## src/rtl/sftb_pkg.sv

```systemverilog
// Shared types and constants for the stereo I2S receiver.
// Word justification helper lives here so both channels use one definition.
package sftb_pkg;

    localparam int SAMPLE_W = 32;
    localparam int MAX_CNT  = 33;

    typedef enum logic [1:0] {
        ALIGN = 2'd0,
        LEFT  = 2'd1,
        RIGHT = 2'd2
    } state_t;

    // A word of n bits sits in the low n bits; move its MSB up to bit 31.
    function automatic logic [SAMPLE_W-1:0] justify(
        input logic [SAMPLE_W-1:0] sh,
        input logic [5:0]          n
    );
        logic [5:0] pad;
        pad = (n >= 6'(SAMPLE_W)) ? 6'd0 : 6'(SAMPLE_W) - n;
        return sh << pad;
    endfunction

endpackage

```

## src/rtl/stereo_input_i2s_sync.sv

```systemverilog
// Two-flop synchronizer for bclk/lrclk/sdata plus a bclk rising-edge detector.
// Bit order inside the synchronizer: [2]=bclk, [1]=lrclk, [0]=sdata.
module i2s_sync (
    input  logic clock,
    input  logic reset,
    input  logic i_bclk,
    input  logic i_lrclk,
    input  logic i_sdata,
    output logic o_lrclk,
    output logic o_sdata,
    output logic o_bclk_rise
);

    logic [2:0] r_s1;
    logic [2:0] r_s2;
    logic       r_bprev;

    always_ff @(posedge clock) begin
        if (reset) begin
            r_s1    <= 3'b000;
            r_s2    <= 3'b000;
            r_bprev <= 1'b0;
        end else begin
            r_s1    <= {i_bclk, i_lrclk, i_sdata};
            r_s2    <= r_s1;
            r_bprev <= r_s2[2];
        end
    end

    assign o_lrclk     = r_s2[1];
    assign o_sdata     = r_s2[0];
    assign o_bclk_rise = r_s2[2] & ~r_bprev;

endmodule

```

## src/rtl/stereo_input.sv

```systemverilog
// I2S stereo receiver: aligns on a right-to-left word boundary, delivers L/R pairs.
// Optional STEREO_INPUT_MONO_MIX_EN adds a registered mono = (audio1 + audio2) >>> 1.
module stereo_input
    import sftb_pkg::*;
#(
    parameter int WIDTH = 24
) (
    input  logic                       clock,
    input  logic                       reset,
    input  logic                       bclk,
    input  logic                       lrclk,
    input  logic                       sdata,
    output logic signed [SAMPLE_W-1:0] audio1,
    output logic signed [SAMPLE_W-1:0] audio2,
    output logic                       sample_valid,
    output logic                       frame_error
`ifdef STEREO_INPUT_MONO_MIX_EN
    ,
    output logic signed [SAMPLE_W-1:0] mono
`endif
);

    localparam logic [5:0] W_CNT    = 6'(WIDTH);
    localparam logic [5:0] CNT_FULL = 6'(SAMPLE_W);
    localparam logic [5:0] CNT_SAT  = 6'(MAX_CNT);

    logic                w_lr;
    logic                w_sd;
    logic                w_rise;
    logic                r_lr1;
    logic                r_lr2;
    logic                w_bound;
    logic                w_to_left;
    logic                w_to_right;
    logic [5:0]          r_cnt;
    logic [SAMPLE_W-1:0] r_shift;
    logic [SAMPLE_W-1:0] r_left;
    logic [SAMPLE_W-1:0] w_word;
    logic                w_load_left;
    logic                w_load_pair;
    logic                w_err;
    state_t              r_state;
    state_t              w_next;

    i2s_sync u_sync (
        .clock       (clock),
        .reset       (reset),
        .i_bclk      (bclk),
        .i_lrclk     (lrclk),
        .i_sdata     (sdata),
        .o_lrclk     (w_lr),
        .o_sdata     (w_sd),
        .o_bclk_rise (w_rise)
    );

    // r_lr1/r_lr2 hold lrclk from the previous two bclk rises (I2S one-bit delay).
    assign w_bound    = r_lr1 ^ r_lr2;
    assign w_to_left  = r_lr2 & ~r_lr1;
    assign w_to_right = ~r_lr2 & r_lr1;
    assign w_word     = justify(r_shift, r_cnt);
    assign w_err      = (w_load_left | w_load_pair) & (r_cnt != W_CNT);

    always_ff @(posedge clock) begin
        if (reset) begin
            r_state <= ALIGN;
        end else begin
            r_state <= w_next;
        end
    end

    always_comb begin
        w_next = r_state;
        if (w_rise && w_bound) begin
            unique case (r_state)
                ALIGN:   if (w_to_left)  w_next = LEFT;
                LEFT:    if (w_to_right) w_next = RIGHT;
                RIGHT:   if (w_to_left)  w_next = LEFT;
                default: w_next = ALIGN;
            endcase
        end
    end

    always_comb begin
        w_load_left = 1'b0;
        w_load_pair = 1'b0;
        if (w_rise && w_bound) begin
            unique case (r_state)
                LEFT:    w_load_left = 1'b1;
                RIGHT:   w_load_pair = w_to_left;
                default: ;
            endcase
        end
    end

    always_ff @(posedge clock) begin
        if (reset) begin
            r_lr1        <= 1'b0;
            r_lr2        <= 1'b0;
            r_cnt        <= 6'd0;
            r_shift      <= '0;
            r_left       <= '0;
            audio1       <= '0;
            audio2       <= '0;
            sample_valid <= 1'b0;
            frame_error  <= 1'b0;
        end else begin
            sample_valid <= w_load_pair;
            frame_error  <= w_err;
            if (w_rise) begin
                r_lr2 <= r_lr1;
                r_lr1 <= w_lr;
                if (w_bound) begin
                    r_cnt   <= 6'd1;
                    r_shift <= {{(SAMPLE_W-1){1'b0}}, w_sd};
                end else begin
                    // Bits past the 32nd are dropped; the count keeps going to 33.
                    if (r_cnt < CNT_FULL) begin
                        r_shift <= {r_shift[SAMPLE_W-2:0], w_sd};
                    end
                    if (r_cnt < CNT_SAT) begin
                        r_cnt <= r_cnt + 6'd1;
                    end
                end
            end
            if (w_load_left) begin
                r_left <= w_word;
            end
            if (w_load_pair) begin
                audio1 <= r_left;
                audio2 <= w_word;
            end
        end
    end

`ifdef STEREO_INPUT_MONO_MIX_EN
    logic signed [SAMPLE_W:0] w_sum;

    assign w_sum = $signed({r_left[SAMPLE_W-1], r_left})
                 + $signed({w_word[SAMPLE_W-1], w_word});

    always_ff @(posedge clock) begin
        if (reset) begin
            mono <= '0;
        end else if (w_load_pair) begin
            mono <= w_sum[SAMPLE_W:1];
        end
    end
`endif

endmodule

```

## config.mk

```make
export PLATFORM = sky130hd
export DESIGN_NAME = stereo_input
export DESIGN_NICKNAME = d
export VERILOG_FILES = /design/src/rtl/sftb_pkg.sv /design/src/rtl/stereo_input_i2s_sync.sv /design/src/rtl/stereo_input.sv
export SDC_FILE = /design/constraint.sdc
export NUM_CORES = 1
export LEC_CHECK = 0
export CAP_MARGIN = 20
export CORE_MARGIN = 3
export CORE_UTILIZATION = 62
export CTS_CLUSTER_DIAMETER = 60
export DETAILED_ROUTE_END_ITERATION = 8
export PLACE_DENSITY = 0.95
export SYNTH_ARGS = -nofsm -noshare
export SYNTH_HDL_FRONTEND = slang
export SYNTH_SLANG_ARGS = --single-unit
export TNS_END_PERCENT = 10
```

## constraint.sdc

```tcl
create_clock -name clock -period 7.63 [get_ports clock]
set_clock_uncertainty 0.15 [all_clocks]
set_input_delay 1.9075 -clock clock [delete_from_list [all_inputs] [get_ports clock]]
set_output_delay 1.9075 -clock clock [all_outputs]
set_load 0.02 [all_outputs]
```

Yosys cells after proc, flatten, opt, wreduce, memory -nomap -nowiden
Cells that the tools add are included.
{"block": "op_classes", "bitwise_logic": 9, "mux": 12, "n_eq_ne": 5, "addsub": 2, "reduce_logical": 8, "shift": 1, "order_cmp": 3}
{"cell": "$mux W32", "count": 2}
{"cell": "$shl A32 B6 Y32", "count": 1}
{"cell": "$mux W6", "count": 3}
{"cell": "$lt A6 B6 Y1 const B", "count": 2}
{"cell": "$add A6 B1 Y6 const B", "count": 1}
{"cell": "$ge A6 B6 Y1 const B", "count": 1}
{"cell": "$ne A6 B5 Y1 const B", "count": 1}
{"cell": "$sub A6 B6 Y6 const A", "count": 1}
{"cell": "$and A1 B1 Y1", "count": 4}
{"cell": "$mux W1", "count": 4}
{"cell": "$mux W2", "count": 2}
{"cell": "$pmux W2 S2", "count": 1}
{"cell": "$reduce_and A2 Y1", "count": 2}
{"cell": "$reduce_bool A2 Y1", "count": 2}
{"cell": "$not A1 Y1", "count": 3}
{"cell": "$reduce_and A3 Y1", "count": 1}
{"cell": "$eq A2 B1 Y1 const B", "count": 1}
{"cell": "$eq A2 B2 Y1 const B", "count": 1}
{"cell": "$logic_not A2 Y1", "count": 1}
{"cell": "$ne A2 B1 Y1 const B", "count": 1}
{"cell": "$ne A2 B2 Y1 const B", "count": 1}
{"cell": "$reduce_or A2 Y1", "count": 1}
{"cell": "$logic_and A1 B1 Y1", "count": 1}
{"cell": "$or A1 B1 Y1", "count": 1}
{"cell": "$xor A1 B1 Y1", "count": 1}
{"block": "totals", "register_bits": 147, "inputBits": 5}

Logic depth before layout (Yosys ltp)
Gate-level depths: netlist of the first run.
{"block": "logic_depth", "word_depth": 6, "mapped_depth": 12}

Hierarchy
Synthesis of the first run repeated with hierarchy kept, for this count alone.
{"block": "hier_totals", "hier_cells": 809, "area_unflattened_um2": 7108.1}
{"mod": "stereo_input", "area_per_inst_um2": 6917.9, "cells_each": 794, "instances": 1, "seq_area_each_um2": 2802.7}
{"mod": "i2s_sync", "area_per_inst_um2": 190.2, "cells_each": 15, "instances": 1, "seq_area_each_um2": 140.1}

Worst setup path before layout of the first run
No wires, ideal clock.
{"block": "synth_timing", "path_type": "register to register", "start": "register r_cnt[0]", "end": "register audio2[28]", "path_buffers": 4, "setup_slack_ps": 4518, "t_required_ps": 7389, "arrival_time_ps": 2871, "synth_period_minus_slack_ps": 3112, "setup_time_ps": 91, "path_stages_with_launch": 12, "path_cell_list": "dfxtp_1 > buf_2 > buf_2 > inv_1 > ha_1 > buf_4 > xor2_2 > nor2_1 > buf_2 > mux4_2 > a211o_1 > a311oi_1"}
{"block": "synth_between", "elab_chain_cells": 3}
{"element": "start, declared", "line_no": "stereo_input.sv:35", "source": "logic [5:0] r_cnt;"}
{"element": "start signal, assigned", "line_no": "stereo_input.sv:121", "source": "r_cnt <= r_cnt + 6'd1;"}
{"element": "$sub A6 B6 Y6 / $ge A6 B6 Y1 (equally long branches)", "line_no": "sftb_pkg.sv:20", "source": "pad = (n >= 6'(SAMPLE_W)) ? 6'd0 : 6'(SAMPLE_W) - n;"}
{"element": "$mux W6 *", "line_no": "sftb_pkg.sv:20"}
{"element": "$shl A32 B6 Y32 *", "line_no": "sftb_pkg.sv:21", "source": "return sh << pad;"}
{"element": "end signal, assigned", "line_no": "stereo_input.sv:130", "source": "audio2 <= w_word;"}
{"element": "end, declared", "line_no": "stereo_input.sv:14", "source": "output logic signed [SAMPLE_W-1:0] audio2,"}
Every way passes the cells marked *; elsewhere a longest branch is shown, timed or not.
A chain may end at the register's enable or synchronous reset.

Worst setup path in the final report of the first run
{"block": "layout_timing", "start": "register r_cnt[0]", "end": "register audio2[31]"}
The elaborated chain is that of the path after synthesis.

==> run summary, run 1 <==
startpoint types -> register
Die Ht -> 113 um
Slowest-stage cell, CP -> dfxtp_1
TritonCTS clock tree -> yes
critical-path cell list -> inv_1 -> ha_1 -> nand2b_1 -> buf_4 -> nor3_1 -> a221oi_1 -> a221oi_1 -> nor3_1
final worst-path cycle share -> 0.532
post-synth top area share -> 0.411
Avg Inst Size Synth -> 8.73 um^2
DRC viols -> 0
Critical Path Max Stage Delay -> 0.86 ns
RSZ-0062 raised after global routing -> no
via count -> 6466
LEAKAGE -> 2.81 nW
Clock power frac -> 0.469
Reg clk slew, reported paths -> 0.06 ns
setup TNS -> 0 ns
max-slew violations -> 0
wire length per cell -> 18.4 um
Slew HR -> 0.284
Final Critical Period -> 4.06 ns
worst r2r dst -> audio2[31]$_SDFFE_PP0P_
CTS sink cnt -> 147
Starting Density -> 0.646
setup repair bufs after CTS -> 0
Int Power -> 1.32 mW
cell area after synthesis -> 7160 um^2
Inserted Diodes -> 0
Hold Path Depth -> 1
CP endpoint kind -> register
Port Buffers -> 70
post-synthesis async set-or-reset flop share -> 0
Post-synth EDFFs -> 0
largest cells by area after synthesis -> dfxtp_1, nand2_1, mux4_2
HP Start -> u_sync.r_s1[2]$_SDFF_PP0_
vias per cell -> 6.45
largest net degree at the start of global routing -> 98
worst hold slack -> 0.280 ns
Yosys cell types -> 65
I/O Pins -> 71
setup ws final -> 3.57 ns
Post-Place Worst Slack -> 3.67 ns
#FFs+latches synth -> 147
ys flop type -> dfxtp_1
Hold Crit Class -> reg2reg
global-route usage over all layers -> 0.287
grt ovf -> 0
crit-path max FO -> 27
switching pwr -> 0.418 mW
Synth warnings -> 0
WP data required -> 7.75 ns
r2r startpoint -> r_cnt[0]$_SDFFE_PP0P_
TritonCTS buffer count -> 17
cell taking the most area after synthesis -> dfxtp_1
Setup Crit Path Kind -> reg2reg
sequential area share after synthesis -> 0.411
# H-tree levels -> 4
reg2reg path depth -> 8
Nets -> 859
CTS hold repair buffers -> 0
HPWL after detailed placement -> 12500 um
total power -> 1.74 mW
PwrDens -> 208 nW/um^2
global-route wire length before repair -> 30000 um
cts repair resizes -> 0
Detail Route Antenna Nets -> 0
share of layout cells above drive strength 1 -> 0.0986
Core Util, Final -> 0.755
die area -> 12900 um^2
Worst R2R Setup Slack -> 3.57 ns
DRT Wirelength -> 18400 um
initial antenna violation count -> 0
Root Driver -> clkbuf_16
IR drop worst, VDD -> 0.191 mV
Flop pwr share -> 0.445
Hold Vio Cnt, Final -> 0
Peak Freq -> 246 MHz
max cap viols -> 0
final setup fails -> 0
clk_lat worst skew -> 0.42 ns
row cnt -> 38
clock buffer depth -> 2
DRT Pass-1 Iters -> 5
GP Congestion -> 0.979
starting DRC count in detailed routing -> 864
worst path arrival time -> 4.18 ns
core area -> 11100 um^2
status -> finished clean
net count after synthesis -> 830
cells after synthesis -> 820
Area Growth Syn to Fin -> 16.8%
Sw Share -> 0.240
Hold Path End -> u_sync.r_s2[2]$_SDFF_PP0_
chip width -> 113 um
Worst-Margin Slew -> 1.07 ns
Comb pwr share -> 0.087
number of global-route vias before repair -> 5881
==> layer usage <==
metal  vias to the layer above  GRT usage  routed length (um)
li1                       3021          -                   -
met1                      3016      0.388                7620
met2                       374      0.449                8680
met3                        55     0.0578                1590
met4                         0      0.126                 548
met5                         -          0                   0
==> power groups by stage <==
stage | Combinational (mW) | Clock (mW) | Sequential, mW
floorplan | 0.127 | 0 | 0.788
global placement | 0.146 | 0 | 0.791
detailed placement | 0.146 | 0 | 0.791
CTS | 0.147 | 0.828 | 0.774
global route | 0.160 | 0.862 | 0.775
finish | 0.151 | 0.817 | 0.774
==> cell usage in the layout, fill, tap and decap left out, types with 3 or more instances in the layout <==
master           Yosys  routed
dfxtp_1            147     147
nand2_1            129     129
nor2_1             109     109
clkdlybuf4s50_1      0      69
a21oi_1             67      67
a22oi_1             43      43
a211oi_1            36      36
mux2i_1             34      34
mux4_2              19      19
clkbuf_16            0      17
nor2b_1             14      14
mux2_2              12      12
nor3_1              12      12
a221oi_1             9       9
o22ai_1              9       9
buf_4                2       9
inv_1                8       8
a311oi_1             8       8
o22a_1               7       7
o21ai_0              6       6
nand3_1              6       6
nand3b_1             5       5
nand2b_1             6       5
ha_1                 5       5
a32oi_1              4       4
o21ai_1              4       4
clkinvlp_4           0       4
and2_1               3       3
or2_2                3       3
or3_1                3       3
and3b_1              3       3
o21a_1               3       3
==> synth_stat cells, types with 2 or more instances <==
cell	n
o31ai_1	2
mux2_2	12
o21ai_1	4
a22oi_1	43
or2_2	3
nand3_1	6
mux2i_1	34
buf_6	5
o32ai_1	2
o21a_1	3
and3_1	2
nor3_1	12
buf_1	3
xor2_1	2
nor4b_1	2
buf_2	12
or3_1	3
a21oi_1	67
o21ai_0	6
inv_1	8
mux4_2	19
and3b_1	3
ha_1	5
dfxtp_1	147
o22a_1	7
a32oi_1	4
a21boi_0	2
clkbuf_1	44
a211oi_1	36
a221oi_1	9
nor2b_1	14
nand2_1	129
and2_1	3
nand2b_1	6
nor4_2	2
o22ai_1	9
nand3b_1	5
nand4_1	2
a311oi_1	8
buf_4	2
nor2_1	109
==> worst max-delay path by stage <==
stage	startpoint	cells after the start	to
6_report	r_cnt[0]$_SDFFE_PP0P_	8	audio2[31]$_SDFFE_PP0P_
5_1_grt	r_cnt[0]$_SDFFE_PP0P_	9	audio2[31]$_SDFFE_PP0P_
4_1_cts	r_cnt[0]$_SDFFE_PP0P_	8	r_left[31]$_SDFFE_PP0P_
3_5_place_dp	r_cnt[0]$_SDFFE_PP0P_	8	r_left[31]$_SDFFE_PP0P_
3_3_place_gp	r_cnt[0]$_SDFFE_PP0P_	8	r_left[31]$_SDFFE_PP0P_
2_1_floorplan	r_cnt[0]$_SDFFE_PP0P_	11	audio2[28]$_SDFFE_PP0P_
==> state kept, by name (all words and copies together), names as in the netlist <==
register and cells:
u_sync.r_bprev 1, r_lr1 1, u_sync.r_s2 3, r_state 2, r_left 32, audio1 32, sample_valid 1, u_sync.r_s1 3
r_lr2 1, frame_error 1, r_cnt 6, r_shift 32, audio2 32
==> per-stage QoR <==
step / area [um^2] / instances
floorplan: 7160 / 820
global placement: 7770 / 970
detailed placement: 7770 / 970
CTS: 8360 / 1002
global route: 8360 / 1002
finish: 8360 / 1002
==> final cells by class <==
type / instances / area (um^2)
Multi-Input combinational cell: 597 / 3870
Sequential cell: 147 / 2940
Fill cell: 780 / 2720
Timing Repair Buffer: 78 / 758
Clock buffer: 21 / 460
Tap cell: 140 / 175
Clock inverter: 11 / 126
Inverter: 8 / 30.0
==> worst max-delay path, delay by kind of cell, from the launching register on <==
kind	cells	cell delay (ns)
AOI/OAI and AO/OA	2	0.57
and+or+nand+nor	3	1.20
DFF	1	0.86
adders and majority gates	1	0.55
buffers and inverters	2	0.55
==> logic make-up after synthesis <==
group | count (synthesis) | share of synthesized area
buffers and inverters | 76 | 0.0500
flip-flops | 147 | 0.411
adder cells (fa/ha/maj) | 5 | 0.00874
multiplexers | 66 | 0.128
AO/OA/AOI/OAI | 213 | 0.202
XOR/XNOR | 5 | 0.00979
AND/OR/NAND/NOR | 308 | 0.190
(Power assumes the default switching activity.)
==> inputs of run 2 (changes only) <==
Settings changed: CORE_UTILIZATION 62 to 57, PLACE_DENSITY 0.95 to 0.89.
Clock period 7.63 ns to 3.8 ns, I/O delays scaled along.
==> run summary, run 2 (synthesis results as in run 1) <==
starting DRC count in detailed routing -> 722 (was 864)
clock buffer depth -> 2 (unchanged)
Worst-Margin Slew -> 0.803 ns (was 1.07 ns)
Hold Crit Class -> reg2reg (unchanged)
Int Power -> 2.65 mW (was 1.32 mW)
Area Growth Syn to Fin -> 19.0% (was 16.8%)
final setup fails -> 0 (unchanged)
DRC viols -> 0 (unchanged)
HPWL after detailed placement -> 12600 um (was 12500 um)
Slew HR -> 0.461 (was 0.284)
die area -> 13900 um^2 (was 12900 um^2)
Nets -> 870 (was 859)
via count -> 6429 (was 6466)
share of layout cells above drive strength 1 -> 0.112 (was 0.0986)
Flop pwr share -> 0.435 (was 0.445)
Sw Share -> 0.256 (was 0.240)
PwrDens -> 418 nW/um^2 (was 208 nW/um^2)
Final Critical Period -> 3.26 ns (was 4.06 ns)
DRT Pass-1 Iters -> 5 (unchanged)
fill cell count -> 944 (was 780)
worst hold slack -> 0.282 ns (was 0.280 ns)
WP data required -> 3.99 ns (was 7.75 ns)
DRT Wirelength -> 19000 um (was 18400 um)
crit path launch -> r_cnt[0]$_SDFFE_PP0P_ (unchanged)
setup repair bufs after CTS -> 0 (unchanged)
r2r startpoint -> r_cnt[0]$_SDFFE_PP0P_ (unchanged)
largest net degree at the start of global routing -> 74 (was 98)
Die Ht -> 118 um (was 113 um)
Starting Density -> 0.589 (was 0.646)
switching pwr -> 0.914 mW (was 0.418 mW)
TritonCTS clock tree -> yes (unchanged)
GP Congestion -> 1.06 (was 0.979)
global-route usage over all layers -> 0.270 (was 0.287)
startpoint types -> register (unchanged)
# H-tree levels -> 4 (unchanged)
Detail Route Antenna Nets -> 0 (unchanged)
core area -> 12200 um^2 (was 11100 um^2)
vias per cell -> 6.18 (was 6.45)
HP Start -> u_sync.r_s2[1]$_SDFF_PP0_ (was u_sync.r_s1[2]$_SDFF_PP0_)
global-route wire length before repair -> 30500 um (was 30000 um)
RSZ-0062 raised after global routing -> no (unchanged)
wire length per cell -> 18.2 um (was 18.4 um)
row cnt -> 40 (was 38)
Clock power frac -> 0.474 (was 0.469)
CP endpoint kind -> register (unchanged)
Peak Freq -> 307 MHz (was 246 MHz)
worst path arrival time -> 3.45 ns (was 4.18 ns)
Comb pwr share -> 0.090 (was 0.087)
Hold Vio Cnt, Final -> 0 (unchanged)
status -> finished clean (unchanged)
max-slew violations -> 0 (unchanged)
chip width -> 118 um (was 113 um)
Inserted Diodes -> 0 (unchanged)
leading cell types in the layout, fill and taps excluded -> dfxtp_1, nand2_1, nor2_1 (unchanged)
clk_lat worst skew -> 0.43 ns (was 0.42 ns)
Layout Cells excl Fill -> 1041 (was 1002)
Setup Crit Path Kind -> reg2reg (unchanged)
Reg clk slew, reported paths -> 0.06 ns (about the same)
placed cells -> 1008 (was 970)
crit-path max FO -> 24 (was 27)
commonest non-fill, non-tap cell in the layout -> dfxtp_1 (unchanged)
CTS hold repair buffers -> 0 (unchanged)
initial antenna violation count -> 0 (unchanged)
Port Buffers -> 70 (unchanged)
LEAKAGE -> 2.89 nW (was 2.81 nW)
number of global-route vias before repair -> 5906 (was 5881)
TritonCTS buffer count -> 17 (unchanged)
I/O Pins -> 71 (unchanged)
grt ovf -> 0 (unchanged)
Root Driver -> clkbuf_16 (unchanged)
final worst-path cycle share -> 0.857 (was 0.532)
IR drop worst, VDD -> 0.387 mV (was 0.191 mV)
cts repair resizes -> 0 (unchanged)
setup TNS -> 0 ns (unchanged)
max cap viols -> 0 (unchanged)
CTS sink cnt -> 147 (unchanged)
==> run 2: layer usage <==
layer	GRT usage	vias up	part of all wire
met2	0.424	290	0.48
met5	0	-	0
li1	-	3037	-
met4	0.105	0	0.028
met3	0.0663	49	0.075
met1	0.359	3053	0.42
==> run 2: worst paths after layout <==
kind | end | slack, ns | depth (start not counted)
setup / recovery | r_left[29]$_SDFFE_PP0P_ | 0.54 | 8
hold / removal | r_lr1$_SDFFE_PP0P_ | 0.28 | 2
setup reg to reg | r_left[29]$_SDFFE_PP0P_ | 0.54 | 8
hold reg to reg | r_lr1$_SDFFE_PP0P_ | 0.28 | 2
==> run 2: power groups by stage <==
stage / registers (mW) / logic (mW) / clock network, mW
2_1_floorplan: 1.58 / 0.254 / 0
5_1_grt: 1.55 / 0.343 / 1.77
6_report: 1.55 / 0.323 / 1.69
3_3_place_gp: 1.58 / 0.307 / 0
4_1_cts: 1.55 / 0.313 / 1.70
3_5_place_dp: 1.59 / 0.308 / 0
==> run 2: final cells by class <==
cell class | instances | area (um^2) | area share
multi-input combinational | 597 | 3870 | 0.454
clock buffer | 17 | 425 | 0.0499
clock inverter | 15 | 173 | 0.0203
timing repair buffer | 89 | 871 | 0.102
inverter | 8 | 30.0 | 0.00352
sequential | 147 | 2940 | 0.345
tap | 168 | 210 | 0.0247
==> run 2: through the flow <==
stage	worst slack (ns)	cell area, um^2	utilization	total power [mW]
2_1_floorplan	0.688	7160	-	1.84
3_5_place_dp	0.570	7900	0.649	1.89
4_1_cts	0.560	8500	0.699	3.56
5_1_grt	0.322	8520	0.701	3.66
6_report	0.543	8520	0.701	3.56
3_3_place_gp	0.673	7900	0.649	1.89
==> run 2: critical path, cell delays in order (launching register included) <==
cell,delay [ns]
dfxtp_1,0.55
inv_1,0.16
ha_1,0.41
xnor2_4,0.21
nand2_4,0.31
mux4_2,0.56
mux2i_1,0.33
a22oi_1,0.18
a211oi_1,0.30
==> inputs of run 3 (changes only) <==
Settings changed: CORE_UTILIZATION 57 to 55, PLACE_DENSITY 0.89 to 0.86.
==> run summary, run 3 (synthesis results as in run 1) <==
status -> finished clean (unchanged)
setup repair bufs after CTS -> 0 (unchanged)
Hold Crit Class -> reg2reg (unchanged)
Worst-Margin Slew -> 1.03 ns (was 0.803 ns)
final setup fails -> 0 (unchanged)
Layout Cells excl Fill -> 1048 (was 1041)
largest net degree at the start of global routing -> 82 (was 74)
DRT Pass-1 Iters -> 5 (unchanged)
WP data required -> 3.99 ns (about the same)
LEAKAGE -> 2.88 nW (was 2.89 nW)
grt ovf -> 0 (unchanged)
Detail Route Antenna Nets -> 0 (unchanged)
vias per cell -> 6.13 (was 6.18)
placed cells -> 1016 (was 1008)
cts repair resizes -> 0 (unchanged)
crit-path max FO -> 24 (unchanged)
starting DRC count in detailed routing -> 663 (was 722)
row cnt -> 41 (was 40)
CTS hold repair buffers -> 0 (unchanged)
# H-tree levels -> 4 (unchanged)
GP Congestion -> 1.01 (was 1.06)
Reg clk slew, reported paths -> 0.06 ns (about the same)
CP endpoint kind -> register (unchanged)
setup ws final -> 0.568 ns (was 0.543 ns)
Final Instance Area -> 8520 um^2 (unchanged)
HPWL after detailed placement -> 13200 um (was 12600 um)
Cell Area, Placed -> 7950 um^2 (was 7900 um^2)
Root Driver -> clkbuf_16 (unchanged)
Final Critical Period -> 3.23 ns (was 3.26 ns)
core area -> 12700 um^2 (was 12200 um^2)
worst path arrival time -> 3.42 ns (was 3.45 ns)
TritonCTS clock tree -> yes (unchanged)
commonest non-fill, non-tap cell in the layout -> dfxtp_1 (unchanged)
share of layout cells above drive strength 1 -> 0.114 (was 0.112)
clock buffer depth -> 2 (unchanged)
TritonCTS buffer count -> 17 (unchanged)
wire length per cell -> 18.0 um (was 18.2 um)
IR drop worst, VDD -> 0.225 mV (was 0.387 mV)
leading cell types in the layout, fill and taps excluded -> dfxtp_1, nand2_1, nor2_1 (unchanged)
number of global-route vias before repair -> 5934 (was 5906)
Port Buffers -> 70 (unchanged)
area of the multi-input gates -> 3870 um^2 (unchanged)
via count -> 6429 (unchanged)
startpoint types -> register (unchanged)
Critical Path Max Stage Delay -> 0.57 ns (was 0.56 ns)
initial antenna violation count -> 0 (unchanged)
DRC viols -> 0 (unchanged)
max-slew violations -> 0 (unchanged)
die area -> 14400 um^2 (was 13900 um^2)
chip width -> 120 um (was 118 um)
global-route usage over all layers -> 0.269 (was 0.270)
Setup Crit Path Kind -> reg2reg (unchanged)
critical-path cell list -> inv_1 -> ha_1 -> xnor2_4 -> nand2_4 -> mux4_2 -> mux2i_1 -> a22oi_1 -> a211oi_1 (unchanged)
Peak Freq -> 309 MHz (was 307 MHz)
total power -> 3.49 mW (was 3.56 mW)
max cap viols -> 0 (unchanged)
Starting Density -> 0.565 (was 0.589)
Hold Vio Cnt, Final -> 0 (unchanged)
I/O Pins -> 71 (unchanged)
RSZ-0062 raised after global routing -> no (unchanged)
sequential cell area -> 2940 um^2 (unchanged)
Area Growth Syn to Fin -> 19.0% (unchanged)
Slew HR -> 0.315 (was 0.461)
Die Ht -> 120 um (was 118 um)
setup TNS -> 0 ns (unchanged)
global-route wire length before repair -> 30900 um (was 30500 um)
fill cell count -> 1017 (was 944)
final worst-path cycle share -> 0.850 (was 0.857)
Post-Place Worst Slack -> 0.627 ns (was 0.570 ns)
Nets -> 873 (was 870)
Worst R2R Setup Slack -> 0.57 ns (was 0.54 ns)
clk_lat worst skew -> 0.42 ns (was 0.43 ns)
Slowest-stage cell, CP -> mux4_2 (unchanged)
PwrDens -> 409 nW/um^2 (was 418 nW/um^2)
Inserted Diodes -> 0 (unchanged)
CTS sink cnt -> 147 (unchanged)
DRT Wirelength -> 18900 um (was 19000 um)
## run 3: cell type report
class / instances / area share
Tap cell: 172 / 0.0253
Clock inverter: 12 / 0.0140
Multi-Input combinational cell: 597 / 0.454
Timing Repair Buffer: 92 / 0.104
Sequential cell: 147 / 0.345
Clock buffer: 20 / 0.0536
Inverter: 8 / 0.00352
## run 3: per-layer routing
metal / GRT usage / routed length (um) / vias to the layer above
met5: 0 / 0 / -
met3: 0.0500 / 1460 / 43
met1: 0.373 / 8170 / 3039
met4: 0.116 / 493 / 0
li1: - / - / 3045
met2: 0.414 / 8790 / 302
## run 3: path summary, 6_finish.rpt
kind                             startpoint                      end  depth (start not counted)
setup / recovery      r_cnt[0]$_SDFFE_PP0P_  audio2[29]$_SDFFE_PP0P_                          8
hold / removal    u_sync.r_s2[0]$_SDFF_PP0_  r_shift[0]$_SDFFE_PP0P_                          2
setup reg to reg      r_cnt[0]$_SDFFE_PP0P_  audio2[29]$_SDFFE_PP0P_                          8
hold reg to reg   u_sync.r_s2[0]$_SDFF_PP0_  r_shift[0]$_SDFFE_PP0P_                          2
## run 3: report_power, final
group	internal [mW]	total, mW	switching, mW
combinational	0.118	0.320	0.201
sequential	1.55	1.55	0.00475
clock	0.945	1.62	0.671
## run 3: per-stage QoR
step           hold WS (ns)   util
2_1_floorplan         0.264      -
3_3_place_gp          0.269  0.627
3_5_place_dp          0.284  0.627
4_1_cts               0.292  0.672
5_1_grt               0.309  0.672
6_report              0.291  0.672
## run 3: worst max-delay path, delay by kind of cell (launching register included)
family,cells,cell delay (ns)
xor gates and xnor gates,1,0.21
and+or+nand+nor,1,0.31
muxes,2,0.94
adders and majority gates,1,0.40
buffers and inverters,1,0.16
AOI/OAI and AO/OA,2,0.45
DFF,1,0.51
